--- src/rtl/uart_tx_fifo_feeder.sv ---
// Byte FIFO feeding a UART transmitter: buffers system writes and presents one
// byte at a time on tx_data/tx_enable, advancing on each tx_done pulse.
module uart_tx_fifo_feeder #(
  parameter int DEPTH = 16,
  parameter int AW    = 4
) (
  input  logic          clk,
  input  logic          rst,
  input  logic          wr_en,
  input  logic [7:0]    wr_data,
  input  logic          tx_done,
  input  logic          ovf_clr,
  output logic [7:0]    tx_data,
  output logic          tx_enable,
  output logic          full,
  output logic          empty,
  output logic [AW:0]   count,
  output logic          overflow,
  output logic [15:0]   sent_cnt
);

  typedef enum logic {IDLE, SEND} state_t;

  localparam logic [AW:0] FULL_CNT = (AW+1)'(DEPTH);

  state_t        state;
  logic [7:0]    mem [DEPTH];
  logic [AW-1:0] wp, rp;
  logic          pop, push, drop;

  assign full  = (count == FULL_CNT);
  assign empty = (count == '0);

  // A pop frees a slot in the same cycle, so a write into a full FIFO is kept
  // when the transmitter is also taking a byte.
  always_comb begin
    pop  = !empty && ((state == IDLE) || tx_done);
    push = wr_en && (!full || pop);
    drop = wr_en && full && !pop;
  end

  // NOTE: storage array is deliberately not reset; only pointers and count
  // define which entries are valid, and a reset-free array maps onto RAM.
  always_ff @(posedge clk) begin
    if (push) mem[wp] <= wr_data;
  end

  // NOTE: all sequential state uses non-blocking assignments so every
  // register samples pre-edge values, e.g. tx_data reads mem[rp] before rp moves.
  always_ff @(posedge clk or negedge rst) begin
    if (!rst) begin
      state     <= IDLE;
      wp        <= '0;
      rp        <= '0;
      count     <= '0;
      tx_data   <= 8'h00;
      tx_enable <= 1'b0;
      overflow  <= 1'b0;
      sent_cnt  <= '0;
    end else begin
      case (state)
        IDLE: begin
          if (pop) begin
            tx_enable <= 1'b1;
            state     <= SEND;
          end
        end
        SEND: begin
          if (tx_done) begin
            sent_cnt <= sent_cnt + 16'd1;
            if (!pop) begin
              tx_enable <= 1'b0;
              state     <= IDLE;
            end
          end
        end
        default: state <= IDLE;
      endcase

      if (pop) begin
        tx_data <= mem[rp];
        rp      <= rp + 1'b1;
      end
      if (push) wp <= wp + 1'b1;

      case ({push, pop})
        2'b10:   count <= count + 1'b1;
        2'b01:   count <= count - 1'b1;
        default: count <= count;
      endcase

      if (drop)         overflow <= 1'b1;
      else if (ovf_clr) overflow <= 1'b0;
    end
  end

endmodule

--- config.mk ---
export PLATFORM = sky130hd
export DESIGN_NAME = uart_tx_fifo_feeder
export DESIGN_NICKNAME = d
export VERILOG_FILES = /design/src/rtl/uart_tx_fifo_feeder.sv
export SDC_FILE = /design/constraint.sdc
export NUM_CORES = 1
export LEC_CHECK = 0
export CAP_MARGIN = 20
export CORE_ASPECT_RATIO = 1.5
export CORE_MARGIN = 2
export CORE_UTILIZATION = 40
export CTS_CLUSTER_DIAMETER = 30
export CTS_CLUSTER_SIZE = 12
export DETAILED_ROUTE_END_ITERATION = 8
export PLACE_DENSITY = 0.62
export SYNTH_ARGS = -nofsm -noshare
export SYNTH_HDL_FRONTEND = slang
export SYNTH_SLANG_ARGS = --single-unit
--- constraint.sdc ---
create_clock -name clk -period 3.8 [get_ports clk]
set_clock_uncertainty 0.1 [all_clocks]
set_input_delay 0.95 -clock clk [delete_from_list [all_inputs] [get_ports clk]]
set_output_delay 0.95 -clock clk [all_outputs]
set_load 0.01 [all_outputs]
==> flow_summary.json <==
{
  "status": "finished, final reports clean",
  "synth_cell_type_count": 47,
  "clockPowerShare_pct": 27.6,
  "path_buf_inv": 1,
  "p_comb_share_pct": 27.5,
  "hold_start": "sent_cnt[15]",
  "die_h_um": 164,
  "cts_hold_buf": 0,
  "cp-start-kind": "register",
  "clock_path_buffers": 2,
  "num_antenna_cells": 0,
  "synth_flop_cell": "edfxtp_1",
  "post_cts_buffers": 0,
  "cts-root-buf": "clkbuf_16",
  "synth_enable_flop_cells": 128,
  "routedWlPerCell_um": 19.5,
  "post-dp-hpwl_mm": 8.93,
  "synth_top_area_cell": "edfxtp_1",
  "start_util_pct": 40.8,
  "p_int_w": 0.00408,
  "cts_tree": "done",
  "synthesis.nets": 407,
  "h-tree-depth": 4,
  "drive_gt1_share_pct": 21.0,
  "power.leakage_nw": 2.78,
  "finalSetupTns_ns": 0,
  "grt_overflow_total": 0,
  "fp.dieArea_um2": 18200,
  "ir_drop_uv": 338,
  "hold_viol_final": 0,
  "drtIter0Drc": 354,
  "core_um2": 16800,
  "nFillCells": 1405,
  "placement.io_buffers": 45,
  "num-nets-final": 466,
  "crit_family": "simple AND/OR/NAND/NOR gates",
  "wl_mm": 13.0,
  "synth.top_cell.area_share_pct": 56.2,
  "maxCapViolCount": 0,
  "crit_chain": "or4_1 -> nor2_1 -> clkdlybuf4s50_1",
  "sw_frac_of_total_pct": 30.1,
  "drt-pass1-iter-count": 5,
  "finalMaxSlewViolations": 0,
  "grt_pass1_wl_mm": 20.6,
  "seq_area_frac_synth_pct": 70.8,
  "syn_inst": 386,
  "numCtsBuffers": 17,
  "power_frac_seq_pct": 44.9,
  "rows": 58,
  "drc_errors": 0,
  "pwr_density_cell_nw_per_um2": 719,
  "end_kind": "output port",
  "grt_max_degree": 41,
  "gp_congestion": 0.747,
  "tightestPinTransition_ns": 0.961,
  "synth-seq-cells": 168,
  "cp_max_fo": 10,
  "die_w_um": 111,
  "final_cell_count_no_fill": 668,
  "cp_slowest_stage_delay_ns": 0.82,
  "rsz0062_at_grt": "false",
  "dp_cells": 636,
  "pin_count": 46,
  "utilization_pct": 48.4,
  "async_flop_share_pct": 23.8,
  "worstPathArrival_ns": 2.54,
  "critPathSlowestCell": "or4_1",
  "grt_pass1_vias": 3686,
  "worstSetupPathType": "register to output port",
  "holdWs_ns": 0.369,
  "synthTopCellsByArea": "edfxtp_1 56%, dfrtp_1 15%, mux4_2 11%, xnor2_1 2.4%, mux2_2 1.6%",
  "preCtsSetupSlack_ns": 0.449,
  "cts-resized-gates": 0,
  "syn_avg_cell_area_um2": 17.7,
  "grt_usage_pct": 15.1,
  "period_minus_slack_ns": 3.59,
  "reg2reg_from": "count[1]",
  "setup_viol": 0,
  "max_freq_mhz": 279,
  "timing.slew.headroom_pct": 35.9,
  "drtAntennaViolNets": 0,
  "hold_path.class": "register to register",
  "crit_start": "count[1]",
  "grt_antenna_before_repair": 0,
  "fin_crit_sh_pct": 94.4,
  "area_growth_pct": 18.6,
  "via_per_inst": 5.28,
  "num_vias": 3530,
  "p_switching_w": 0.00176,
  "yosysWarnings": 0,
  "syn-cell-area_um2": 6840,
  "path_clk_slew_ns": 0.07,
  "fin_ws_ns": 0.213,
  "cts_num_sinks": 168,
  "crit_required_ns": 2.75,
  "clk_latency_ns": 0.42
}
==> cell families (layout without fill, tap and decap cells) <==
logic type | Yosys count | in the layout | synth area share [%]
AND/OR/NAND/NOR | 66 | 66 | 5.16
AO/OA/AOI/OAI | 47 | 47 | 4.86
flip-flops | 168 | 168 | 70.8
XOR/XNOR | 23 | 23 | 2.94
buffers and inverters | 30 | 102 | 2.07
multiplexers | 44 | 44 | 12.7
adder cells (fa/ha/maj) | 8 | 8 | 1.46
==> power by group through the flow <==
stage	sequential, W	clock [W]	combinational, W
floorplan	0.00249	0	0.00119
global placement	0.00265	0	0.00160
detailed placement	0.00267	0	0.00162
CTS	0.00263	0.00165	0.00163
global route	0.00267	0.00172	0.00174
finish	0.00262	0.00161	0.00161
==> per-layer routing <==
metal	wire [µm]	global-route usage [%]	part of all wire (%)
met1	5290	17.8	41
met2	7200	27.3	55
met4	115	5.11	0.88
met5	0	0	0
met3	420	3.54	3.2
==> worst reg2reg max path, cell delays in order (launching register included) <==
cell and delay (ns):
dfrtp_1 0.48, or4_1 0.83, o21ai_0 0.38, o31ai_1 0.11, ha_1 0.24, o31a_1 0.24, nor4_1 0.27, a211oi_1 0.12
o21ai_0 0.17
==> cell usage in the layout, fill, tap and decap left out, types with 2 or more instances in the layout <==
cell,instances
edfxtp_1,128
clkdlybuf4s50_1,44
dfrtp_1,39
mux4_2,32
xnor2_1,19
clkbuf_16,17
o22ai_1,16
buf_4,15
nand2_1,12
inv_1,10
mux2_2,10
and2_1,9
a21oi_1,9
nor2_1,8
ha_1,8
nand3_1,7
nor4_1,6
nand4_1,6
nor3_1,5
inv_6,5
o21ai_0,4
a31oi_1,4
and3_1,4
xor2_1,4
a211oi_1,3
nand2b_1,2
clkinv_4,2
clkinv_1,2
clkinv_2,2
clkinvlp_4,2
==> path summary, 6_finish.rpt <==
kind | end | slack [ns] | cells past startpoint
max | full | 0.21 | 3
min | sent_cnt[15] | 0.37 | 1
max reg2reg | count[4] | 0.78 | 8
min reg2reg | sent_cnt[15] | 0.37 | 1
max in group asynchronous | rp[2] | 2.36 | 1
min in group asynchronous | wp[1] | 0.58 | 1
==> state kept, by name, summed over array words and instances, names as in the netlist <==
register / cells
state: 1
wp: 4
mem: 128
tx_enable: 1
sent_cnt: 16
rp: 4
tx_data: 8
overflow: 1
count: 5
==> cell usage after synthesis (all sizes together), types with 2 or more instances <==
cell type / count
a31oi: 4
o22ai: 16
dfrtp: 40
nor4: 6
nor3: 5
xnor2: 19
nand3: 7
ha: 8
inv: 10
mux2: 11
a21o: 2
a211oi: 3
nor2: 8
nand4: 6
mux4: 32
o211ai: 2
o31ai: 2
o21ai: 4
and2: 9
nand2: 12
edfxtp: 128
nand2b: 2
a21oi: 10
and3: 5
clkbuf: 10
xor2: 4
buf: 10
==> through the flow <==
step / power, W / area [µm²]
final: 0.00583 / 8120
after global routing: 0.00613 / 8120
after CTS: 0.00591 / 8120
after detailed placement: 0.00429 / 7570
after global placement: 0.00425 / 7570
after floorplan: 0.00368 / 6840
==> area by class of cell <==
class | instances | area, µm² | area share [%]
multi-input combinational | 188 | 1860 | 22.9
timing repair buffer | 60 | 558 | 6.87
sequential | 168 | 4850 | 59.7
clock inverter | 14 | 124 | 1.53
inverter | 10 | 37.5 | 0.462
tap | 210 | 263 | 3.24
clock buffer | 18 | 429 | 5.29
(Power assumes the default switching activity.)
